===== src/rtl/display_scan_mux.sv =====
// Display channel multiplexer with manual one-hot selection and timed auto-scan.
// mux_out/ch_idx/out_valid/sel_err are all registered; freeze stalls everything.
module display_scan_mux #(
  parameter int NUM_CH  = 5,
  parameter int DATA_W  = 12,
  parameter int DWELL_W = 16,
  localparam int IDX_W  = (NUM_CH > 1) ? $clog2(NUM_CH) : 1
) (
  input  logic                     clk,
  input  logic                     rst_n,
  input  logic [NUM_CH*DATA_W-1:0] ch_data,
  input  logic                     mode,
  input  logic [NUM_CH-1:0]        sel,
  input  logic [NUM_CH-1:0]        ch_en,
  input  logic [DWELL_W-1:0]       dwell,
  input  logic                     freeze,
  output logic [DATA_W-1:0]        mux_out,
  output logic [IDX_W-1:0]         ch_idx,
  output logic                     out_valid,
  output logic                     sel_err,
  output logic [1:0]               fsm_state
);

  typedef enum logic [1:0] {
    INIT = 2'd0,
    MAN  = 2'd1,
    SCAN = 2'd2
  } state_t;

  state_t             state_q;
  state_t             state_next;
  logic [DWELL_W-1:0] cnt_q;
  logic [DWELL_W-1:0] cnt_next;
  logic [DWELL_W-1:0] dwell_last;
  logic [IDX_W-1:0]   idx_next;
  logic               err_next;
  logic [IDX_W-1:0]   sel_idx;
  logic               sel_onehot;
  logic [4:0]         sel_ones;
  logic [IDX_W-1:0]   adv_idx;
  logic               adv_found;

  assign fsm_state = state_q;

  // A dwell of zero is treated as one: advance on every edge.
  assign dwell_last = (dwell == '0) ? '0 : dwell - DWELL_W'(1);

  always_comb begin
    sel_idx  = '0;
    sel_ones = '0;
    for (int k = 0; k < NUM_CH; k++) begin
      if (sel[k]) begin
        sel_ones = sel_ones + 5'd1;
        sel_idx  = IDX_W'(k);
      end
    end
    sel_onehot = (sel_ones == 5'd1);
  end

  // First enabled channel strictly above ch_idx, wrapping; the current channel
  // itself is never a candidate, so a lone enabled current channel holds.
  always_comb begin
    int cand;
    cand      = 0;
    adv_idx   = ch_idx;
    adv_found = 1'b0;
    for (int off = 1; off < NUM_CH; off++) begin
      cand = (int'(ch_idx) + off) % NUM_CH;
      if (!adv_found && ch_en[cand]) begin
        adv_found = 1'b1;
        adv_idx   = IDX_W'(cand);
      end
    end
  end

  // The edge's action follows mode; state_q only tells whether SCAN was
  // already running (so entering SCAN always starts with a cleared counter).
  always_comb begin
    state_next = mode ? SCAN : MAN;
    idx_next   = ch_idx;
    cnt_next   = '0;
    err_next   = 1'b0;
    if (!mode) begin
      idx_next = sel_onehot ? sel_idx : '0;
      err_next = !sel_onehot;
    end else if (state_q == SCAN && ch_en != '0) begin
      if (cnt_q >= dwell_last) begin
        if (adv_found) begin
          idx_next = adv_idx;
        end
      end else begin
        cnt_next = cnt_q + DWELL_W'(1);
      end
    end
  end

  always_ff @(posedge clk or negedge rst_n) begin
    if (!rst_n) begin
      state_q   <= INIT;
      cnt_q     <= '0;
      ch_idx    <= '0;
      mux_out   <= '0;
      sel_err   <= 1'b0;
      out_valid <= 1'b0;
    end else if (freeze) begin
      out_valid <= 1'b0;
    end else begin
      state_q   <= state_next;
      cnt_q     <= cnt_next;
      ch_idx    <= idx_next;
      mux_out   <= ch_data[int'(idx_next)*DATA_W +: DATA_W];
      sel_err   <= err_next;
      out_valid <= (idx_next != ch_idx) || (state_q == INIT);
    end
  end

endmodule

===== config.mk =====
export PLATFORM = sky130hd
export DESIGN_NAME = display_scan_mux
export DESIGN_NICKNAME = d
export VERILOG_FILES = /design/src/rtl/display_scan_mux.sv
export SDC_FILE = /design/constraint.sdc
export NUM_CORES = 1
export LEC_CHECK = 0
export ABC_AREA = 1
export BUFFER_PORTS_ARGS = -buffer_cell sky130_fd_sc_hd__buf_2
export CORE_UTILIZATION = 40
export CTS_CLUSTER_DIAMETER = 50
export DETAILED_ROUTE_END_ITERATION = 8
export SYNTH_ARGS = -nofsm -noshare
export SYNTH_HDL_FRONTEND = slang
export SYNTH_SLANG_ARGS = --single-unit

===== constraint.sdc =====
create_clock -name clk -period 3.61 [get_ports clk]
set_input_delay 0.722 -clock clk [delete_from_list [all_inputs] [get_ports clk]]
set_output_delay 0.722 -clock clk [all_outputs]
set_load 0.03 [all_outputs]

==> run_results.csv, run 1 <==
group,metric,value,unit
finish,fin_util,61.5,%
drt,vias,5482,
yosys,synth.top_cells.by_count,"198 x nand2_1, 115 x inv_1, 115 x nand3_1",
yosys,synthAdderAreaFrac,12.4,%
critical_path,critPathCaptureType,"register",
finish,drive_gt1_share,37.5,%
clocking,cts_buffer_depth,2,
place,pre_cts_slack,-835,ps
clocking,clk_pin_slew,60,ps
yosys,synth_nets,880,
min_path,hold_start,"mux_out[2]$_DFFE_PN0N_",
run_status,status,"finished, violations left",
floorplan,die_h,109,um
yosys,syn_area,0.00462,sq mm
yosys,ys_types,39,
drt,drt_iter0_markers,231,
global_routing,grt_pass1_wl,22900,um
drt,wl,14400,um
yosys,async_flop_share,100,%
sta,slew-limit-headroom,46.6,%
sta,min_period,4000,ps
clocking,clk_latency,280,ps
critical_path,r2r_slack,-390,ps
min_path,min_to,"mux_out[2]$_DFFE_PN0N_",
pwr,power_density,420,mW/mm^2
yosys,synth.most_common_cell,"nand2_1",
sta,setup_viol,16,
yosys,yosys.area_share.simple,40.9,%
sta,worstMarginPinSlew,801,ps
yosys,ys_seq_elements,35,
critical_path,r2r_start,"ch_idx[1]$_DFFE_PN0N_",
critical_path,slowest_delay,390,ps
floorplan,rows,38,
global_routing,antenna_found_initial,0,
drt,routed_via_density,5.08,
place,io_buffers,108,
floorplan,ios,109,
min_path,hold_class,"reg -> reg",
yosys,synth_seq_area_share,19.0,%
critical_path,crit_slowest_cell,"dfrtp_2",
sta,finalSetupTns,-5020,ps
global_routing,grt_pass1_vias,5217,
global_routing,grt_max_degree,36,
drt,drc,0,
clocking,cts_max_level,2,
clocking,cts_tree,"yes",
sta,min_period_over_period,111,%
yosys,synth_top_area_cell,"dfrtp_1",
finish,antenna_cells,0,
yosys,synth_compound_area_share,9.98,%
yosys,syn_avg_cell_area,6.20,sq um
critical_path,critPathMaxFanout,12,
place,hpwl,10800,um
floorplan,core,0.0110,sq mm
sta,finalClockSkew,6.72,ps
pwr,peakVddDrop,0.000301,V
pwr,leakage,3.67,nW
sta,grt_setup_unrepaired,"true",
sta,timing.fmax,250,MHz
floorplan,start_util,41.8,%
critical_path,crit_top_cell,"nand2_2",
drt,first_pass_iters,5,
yosys,netlist_instances,745,
yosys,synth.area.mux_share,0,%
sta,slew_violations,0,
run_status,failed_checks,"setup timing",
yosys,synthXorXnorAreaFrac,5.10,%
sta,whs,483,ps
clocking,cts_root_buffer,"clkbuf_16",
yosys,synth_top_family_by_area,"simple AND/OR/NAND/NOR gates",
critical_path,worstRegToRegCells,33,
critical_path,start_kind,"register",
place,place_area,0.00591,sq mm
yosys,ys_top_cells_by_area,"dfrtp_1 19%, nand2_1 16%, nand3_1 12%, ha_1 12%, inv_1 9.4%",
global_routing,gr-total-overflow,0,
drt,ant_nets,0,
critical_path,critPathArrivalTime,4220,ps
critical_path,crit_required,3830,ps
finish,final_area,0.00678,sq mm
place,gp_congestion,0.917,
run,drv_cap,0,
sta,hold_viol_final,0,
finish,final_net_count,1073,
global_routing,grt_usage,23.8,%
yosys,synth_flop_cell,"dfrtp_1",
yosys,yosys_warnings,0,
floorplan,die-width,109,um
clocking,cts.sinks,35,
min_path,min_path_cells,2,
yosys,synth_edf_count,0,
critical_path,critical_path_class,"reg -> reg",
clocking,cts_buffers,5,
yosys,synth_top_area_share,19.0,%
sta,finalWorstSetupSlack,-389,ps
critical_path,reg2reg_to,"mux_out[4]$_DFFE_PN0N_",
floorplan,fp.dieArea,0.0120,sq mm
drt,wl_per_cell,13.3,um
finish,area_growth,46.9,%
==> power breakdown <==
part | internal, mW | switching, mW | total [mW]
clock network | 0.329 | 0.175 | 0.504
registers | 0.435 | 0.0315 | 0.467
logic | 0.790 | 1.08 | 1.87
==> final cells by class <==
type                       instances  area, sq um
fill                            1023         4250
multi-input combinational        562         3600
timing repair buffer             207         1470
sequential                        35          878
inverter                         127          480
tap                              140          175
clock buffer                       5          125
clock inverter                     3         47.5
==> flip-flops by register name, indices dropped and copies added, names as in the netlist <==
signal,flops
ch_idx,3
fsm_state,2
out_valid,1
cnt_q,16
mux_out,12
sel_err,1
==> worst max path at each step <==
| stage | end | slack, ps | depth (start not counted) | from |
|---|---|---|---|---|
| 5_1_grt | out_valid$_DFF_PN0_ | -620 | 32 | dwell[3] |
| 4_1_cts | mux_out[3]$_DFFE_PN0N_ | -350 | 33 | ch_idx[1]$_DFFE_PN0N_ |
| 2_1_floorplan | mux_out[11]$_DFFE_PN0N_ | -400 | 32 | ch_idx[1]$_DFFE_PN0N_ |
| 3_3_place_gp | mux_out[2]$_DFFE_PN0N_ | -660 | 29 | dwell[0] |
| 6_report | mux_out[4]$_DFFE_PN0N_ | -390 | 33 | ch_idx[1]$_DFFE_PN0N_ |
| 3_5_place_dp | mux_out[3]$_DFFE_PN0N_ | -830 | 29 | dwell[0] |
==> critical path: cells and delay by family, from the launching register on <==
kind                       cells  cell delay [ps]
and+or+nand+nor               23             2020
xor gates and xnor gates       1              200
DFF                            1              390
buffers and inverters          5              570
AOI/OAI and AO/OA              1              170
adders and majority gates      3              580
==> cell usage in the layout, fill, tap and decap left out, types with 4 or more instances in the layout <==
cell / n
buf_6: 4
nand3_1: 86
ha_1: 36
a21oi_1: 13
ha_4: 4
nand2_1: 172
ha_2: 4
nand2_2: 32
o21a_1: 5
xnor2_1: 5
inv_1: 109
a21oi_2: 4
nand3_2: 31
nand2_4: 12
buf_12: 6
inv_2: 16
buf_2: 108
clkbuf_16: 8
o22ai_1: 12
o21ai_2: 7
dfrtp_1: 33
or2_2: 5
nand4_1: 12
nor2_1: 36
xor2_1: 20
nand3b_1: 4
o21ai_1: 19
buf_4: 83
o21ai_0: 9
==> per-stage QoR <==
stage                     total power [mW]  std cells
after CTS                             2.67       1072
after global routing                  3.05       1079
after detailed placement              2.01       1054
final                                 2.85       1079
after floorplan                       1.47        745
after global placement                1.98       1054
==> per-layer routing <==
layer / vias to the layer above / global-route usage (%) / wire length, um
met5: - / 0 / 0
met4: 0 / 4.38 / 137
met3: 10 / 3.38 / 566
met2: 118 / 42.8 / 7230
met1: 2562 / 30.3 / 6430
li1: 2792 / - / -
==> cell families (layout without fill, tap and decap cells) <==
group                      after synthesis  after routing
AOI/OAI and AO/OA                       78             78
adders and majority gates               45             45
DFF                                     35             35
and+or+nand+nor                        413            413
buffers and inverters                  148            342
xor gates and xnor gates                26             26
==> repair_timing <==
| action | in CTS | in global routing |
|---|---|---|
| setup buffers | 9 | 3 |
| hold buffers | 0 | 0 |
| endpoints found under the hold margin | 0 | 0 |
| resized for setup | 46 | 74 |
| cloned | 2 | 4 |
| endpoints found under the setup margin | 24 | 32 |
| pin swaps | 26 | 34 |
Power figures use the tool's default switching activity.
==> inputs of run 2 (changes only) <==
==> constraint.sdc (replaced) <==
create_clock -name clk -period 3.8 [get_ports clk]
set_input_delay 0.76 -clock clk [delete_from_list [all_inputs] [get_ports clk]]
set_output_delay 0.76 -clock clk [all_outputs]
set_load 0.03 [all_outputs]
==> run 2 against run 1 <==
Compared with the run above:
- the flow still finishes with violations (setup timing)
- utilization grew 0.65 points
- largest power group unchanged
- non-clock buffer count rose by 4
- wire length rose by 1.6%
- total power fell by 4.2%
- design area up 1.1%
- via count decreased by 0.24%
- clock skew about the same
- die area unchanged
- worst hold slack lost 3.3 ps
- sequential share of layout area shrank 0.13 points
- critical path type unchanged
==> run_results.csv, run 2 (synthesis results as in run 1) <==
group,metric,value,unit
sta,worstMarginPinSlew,792,ps
drt,drc,0,
floorplan,fp.dieArea,0.0120,sq mm
clocking,clk_pin_slew,60,ps
sta,finalClockSkew,6.65,ps
finish,antenna_cells,0,
global_routing,grt_pass1_wl,23800,um
pwr,switching_share,45.7,%
critical_path,crit_slowest_cell,"dfrtp_2",
sta,finalSetupTns,-1800,ps
clocking,cts_hold_buf,0,
sta,finalWorstSetupSlack,-181,ps
place,dp.cells,1047,
pwr,p_total,2.73,mW
min_path,hold_class,"reg -> reg",
critical_path,reg2reg_to,"mux_out[6]$_DFFE_PN0N_",
critical_path,worstRegToRegCells,31,
finish,area_growth,48.4,%
critical_path,r2r_start,"ch_idx[1]$_DFFE_PN0N_",
critical_path,critPathMaxFanout,12,
sta,whs,479,ps
global_routing,grt_usage,24.9,%
critical_path,critical_path_class,"reg -> reg",
pwr,p_switching,1.25,mW
critical_path,crit_required,3960,ps
sta,min_period,3980,ps
drt,routed_via_density,5.05,
place,place_area,0.00585,sq mm
pwr,power_density,398,mW/mm^2
drt,drt_iter0_markers,294,
run,drv_cap,0,
clocking,cts_max_level,2,
pwr,pwr-share-comb,66.7,%
run_status,failed_checks,"setup timing",
place,io_buffers,108,
clocking,clk_latency,270,ps
finish,final_cells,1083,
global_routing,grt_pass1_vias,5314,
clocking,cts_tree,"yes",
global_routing,antenna_found_initial,0,
pwr,clockPowerShare,17.1,%
sta,min_period_over_period,105,%
drt,wl,14600,um
pwr,leakage,3.69,nW
sta,hold_viol_final,0,
floorplan,ios,109,
clocking,cts_root_buffer,"clkbuf_16",
pwr,pwr-share-seq,16.3,%
critical_path,critPathArrivalTime,4140,ps
min_path,hold_start,"mux_out[2]$_DFFE_PN0N_",
place,hpwl,10700,um
finish,largest_register_ffs,16,
pwr,peakVddDrop,0.000329,V
critical_path,r2r_slack,-180,ps
clocking,cts_buffers,5,
floorplan,start_util,41.8,%
run_status,status,"finished, violations left",
drt,vias,5469,
critical_path,start_kind,"register",
sta,slew_violations,0,
critical_path,crit_top_cell,"nand2_2",
floorplan,die-width,109,um
drt,ant_nets,0,
sta,slew-limit-headroom,47.2,%
clocking,cts.sinks,35,
sta,grt_setup_unrepaired,"true",
sta,timing.fmax,251,MHz
critical_path,critPathCaptureType,"register",
drt,wl_per_cell,13.5,um
min_path,min_path_cells,2,
finish,final_area,0.00685,sq mm
critical_path,cpLargestDelayFamily,"simple AND/OR/NAND/NOR gates",
drt,first_pass_iters,6,
sta,setup_viol,15,
critical_path,cp_num_buf_inv,5,
global_routing,grt_max_degree,36,
finish,drive_gt1_share,39.9,%
critical_path,slowest_delay,380,ps
finish,final_net_count,1077,
clocking,cts_buffer_depth,2,
finish,mostFrequentLayoutCell,"nand2_1",
global_routing,gr-total-overflow,0,
floorplan,core,0.0110,sq mm
floorplan,rows,38,
finish,largest-register,"cnt_q",
min_path,min_to,"mux_out[2]$_DFFE_PN0N_",
finish,layout_common_cells,"170 x nand2_1, 106 x buf_2, 105 x inv_1, 86 x buf_4, 75 x nand3_1",
pwr,p_int,1.48,mW
floorplan,die_h,109,um
finish,top_regs,"cnt_q x16, mux_out x12, ch_idx x3",
place,gp_congestion,0.923,
## run 2: cell count changes in the layout (fill, tap and decap cells not counted), sizes merged
| cell | previous run | this run |
|---|---|---|
| buf | 204 | 211 |
| clkbuf | 8 | 5 |
| inv | 126 | 125 |
| clkinv | 2 | 3 |
## run 2: worst register-to-register path, delay by kind of cell (launching register included)
kind	cells	cell delay, ps
simple gates	21	1950
fa+ha+maj	3	720
buf+inv	5	490
flops	1	380
xor+xnor	1	200
compound gates	1	110
## run 2: layout make-up
class	instances	area, sq um
multi-input combinational	562	3660
tap	140	175
clock inverter	3	43.8
fill	1006	4180
inverter	127	485
clock buffer	5	125
timing repair buffer	211	1480
sequential	35	878
## run 2: per-stage QoR
step,util [%],setup slack [ps]
after floorplan,-,-213
after global placement,53.0,-503
after detailed placement,53.0,-699
after CTS,59.9,-219
after global routing,62.1,-410
final,62.1,-181
## run 2: worst max-delay path by stage
stage / from / end / slack [ps] / cells after the start
CTS: dwell[0] / mux_out[2]$_DFFE_PN0N_ / -220 / 31
floorplan: ch_idx[1]$_DFFE_PN0N_ / mux_out[11]$_DFFE_PN0N_ / -210 / 32
global route: ch_idx[1]$_DFFE_PN0N_ / mux_out[7]$_DFFE_PN0N_ / -410 / 34
finish: ch_idx[1]$_DFFE_PN0N_ / mux_out[6]$_DFFE_PN0N_ / -180 / 31
detailed placement: dwell[0] / mux_out[6]$_DFFE_PN0N_ / -700 / 30
global placement: dwell[0] / mux_out[6]$_DFFE_PN0N_ / -500 / 29
## run 2: what timing repair did
action                     4_1_cts  5_1_grt
gates cloned                     5        1
pin swaps                       37       55
gates resized for setup         79       74
setup endpoints to repair       16       21
setup buffers                   21        6
## run 2: power groups by stage
stage / Combinational (mW) / Sequential (mW) / Clock, mW
finish: 1.82 / 0.444 / 0.465
global route: 1.99 / 0.449 / 0.491
CTS: 1.67 / 0.444 / 0.470
detailed placement: 1.44 / 0.447 / 0
global placement: 1.40 / 0.449 / 0
floorplan: 0.864 / 0.530 / 0
## run 2: layer usage
layer | global-route usage [%] | part of all wire (%) | vias up
met5 | 0 | 0 | -
met4 | 6.19 | 1.8 | 0
met1 | 31.2 | 44 | 2493
li1 | - | - | 2796
met2 | 45.3 | 49 | 157
met3 | 2.90 | 4.5 | 23
==> inputs of run 3 (changes only) <==
==> constraint.sdc (replaced) <==
create_clock -name clk -period 3.35 [get_ports clk]
set_input_delay 0.67 -clock clk [delete_from_list [all_inputs] [get_ports clk]]
set_output_delay 0.67 -clock clk [all_outputs]
set_load 0.03 [all_outputs]
==> run 3 against run 2 <==
Compared with the run above:
- the run still ends with setup timing left
- count of clock-buffer cells in the layout is the same
- combinational power grew 18%
- register-to-register slack lost 550 ps
- design area grew 2.7%
- utilization grew 1.7 points
- wire length grew 4.7%
- clock power grew 18%
==> run_results.csv, run 3 (synthesis results as in run 1) <==
group,metric,value,unit
global_routing,use_met3,4.92,%
sta,finalWorstSetupSlack,-728,ps
floorplan,ios,109,
pwr,peakVddDrop,0.000344,V
finish,top_regs,"cnt_q x16, mux_out x12, ch_idx x3",
finish,mostFrequentLayoutCell,"nand2_1",
sta,finalClockSkew,5.50,ps
drt,wl_per_cell,13.9,um
drt,routed_via_density,5.08,
finish,area_growth,52.4,%
place,io_buffers,108,
finish,layout_common_cells,"168 x nand2_1, 106 x inv_1, 106 x buf_2, 103 x buf_4, 87 x nand3_1",
critical_path,r2r_start,"ch_idx[1]$_DFFE_PN0N_",
sta,worstMarginPinSlew,842,ps
critical_path,crit_slowest_cell,"dfrtp_2",
critical_path,reg2reg_to,"mux_out[9]$_DFFE_PN0N_",
drt,vias,5574,
critical_path,critPathArrivalTime,4300,ps
critical_path,crit_required,3570,ps
pwr,switching_share,45.2,%
sta,slew-limit-headroom,43.3,%
floorplan,start_util,41.8,%
sta,setup_viol,16,
place,hpwl,11300,um
critical_path,critPathCaptureType,"register",
place,gp_congestion,0.866,
critical_path,slowest_delay,380,ps
sta,slew_violations,0,
pwr,pwr-share-comb,67.1,%
clocking,cts_buffer_depth,2,
clocking,cts_buffers,5,
global_routing,grt_usage,25.8,%
clocking,clk_latency,280,ps
sta,grt_setup_unrepaired,"true",
min_path,hold_class,"in -> async",
finish,final_cells,1098,
critical_path,start_kind,"register",
run_status,failed_checks,"setup timing",
clocking,clk_pin_slew,60,ps
pwr,leakage,3.78,nW
floorplan,die_h,109,um
pwr,clockPowerShare,17.2,%
critical_path,worstRegToRegCells,28,
sta,timing.fmax,245,MHz
global_routing,grt-busiest-layer,"met2",
global_routing,gr-total-overflow,0,
drt,first_pass_iters,4,
clocking,cts_tree,"yes",
drt,drt_iter0_markers,227,
global_routing,grt_util_met2,48.8,%
place,dp.cells,1064,
finish,largest_register_ffs,16,
global_routing,grt_pass1_vias,5431,
pwr,power_density,453,mW/mm^2
run_status,status,"finished, violations left",
clocking,cts_hold_buf,0,
pwr,p_switching,1.44,mW
global_routing,antenna_found_initial,0,
floorplan,core,0.0110,sq mm
clocking,cts_root_buffer,"clkbuf_16",
clocking,cts.sinks,35,
global_routing,grt_max_degree,36,
drt,drc,0,
sta,finalSetupTns,-10380,ps
sta,min_period_over_period,122,%
place,pre_cts_slack,-860,ps
critical_path,cp-startpoint,"ch_idx[1]$_DFFE_PN0N_",
critical_path,crit_path_end,"mux_out[9]$_DFFE_PN0N_",
pwr,pwr-share-seq,15.7,%
finish,largest-register,"cnt_q",
drt,wl,15300,um
floorplan,rows,38,
global_routing,grt_pass1_wl,24400,um
finish,antenna_cells,0,
clocking,cts_max_level,2,
drt,ant_nets,0,
finish,drive_gt1_share,40.0,%
finish,fin_util,63.8,%
sta,hold_viol_final,0,
global_routing,gr-usage-met1,30.0,%
floorplan,die-width,109,um
finish,final_net_count,1092,
critical_path,r2r_slack,-730,ps
sta,min_period,4080,ps
critical_path,critical_path_class,"reg -> reg",
floorplan,fp.dieArea,0.0120,sq mm
critical_path,crit_top_cell,"nand2_4",
pwr,p_int,1.75,mW
run,drv_cap,0,
critical_path,critPathMaxFanout,6,
==> run 3: per-stage QoR <==
| stage | instance area, sq um | hold WS, ps | power (mW) |
|---|---|---|---|
| 2_1_floorplan | 4640 | 374 | 1.58 |
| 3_3_place_gp | 5980 | 467 | 2.19 |
| 3_5_place_dp | 5980 | 467 | 2.24 |
| 4_1_cts | 6680 | 487 | 3.06 |
| 5_1_grt | 7040 | 507 | 3.43 |
| 6_report | 7040 | 474 | 3.19 |
==> run 3: power by group through the flow <==
stage	clock, mW	combinational (mW)	sequential [mW]
2_1_floorplan	0	0.981	0.601
3_3_place_gp	0	1.68	0.509
3_5_place_dp	0	1.73	0.505
4_1_cts	0.558	2.01	0.500
5_1_grt	0.579	2.34	0.507
6_report	0.548	2.14	0.502
==> run 3: per-layer routing <==
metal  wire (um)  share of wire [%]
met1        6430                 42
met2        7970                 52
met3         739                4.8
met4         155                1.0
met5           0                  0
==> run 3: worst min path at each step <==
stage	startpoint	endpoint	slack, ps	cells after the start
after floorplan	rst_n	ch_idx[0]$_DFFE_PN0N_	370	0
after global placement	mux_out[2]$_DFFE_PN0N_	mux_out[2]$_DFFE_PN0N_	470	2
after detailed placement	mux_out[1]$_DFFE_PN0N_	mux_out[1]$_DFFE_PN0N_	470	2
after CTS	rst_n	cnt_q[2]$_DFFE_PN0N_	490	1
after global routing	mux_out[2]$_DFFE_PN0N_	mux_out[2]$_DFFE_PN0N_	510	2
final	rst_n	cnt_q[1]$_DFFE_PN0N_	470	1
==> run 3: timing repair <==
action / in CTS / in global routing
pin swaps: 40 / 32
setup endpoints to repair: 32 / 32
resized for setup: 80 / 64
buffers inserted: 12 / 9
cloned: 4 / 2
==> run 3: area by class of cell <==
type	instances	area, sq um
fill	980	4000
multi-input combinational	563	3700
timing repair buffer	225	1620
sequential	35	878
inverter	127	485
tap	140	175
clock buffer	5	125
clock inverter	3	47.5
==> run 3: critical path: cells and delay by family (launching register included) <==
kind / cells / cell delay (ps)
and+or+nand+nor: 17 / 1550
adders and majority gates: 3 / 760
buffers and inverters: 5 / 700
DFF: 1 / 380
AOI/OAI and AO/OA: 2 / 370
xor gates and xnor gates: 1 / 230
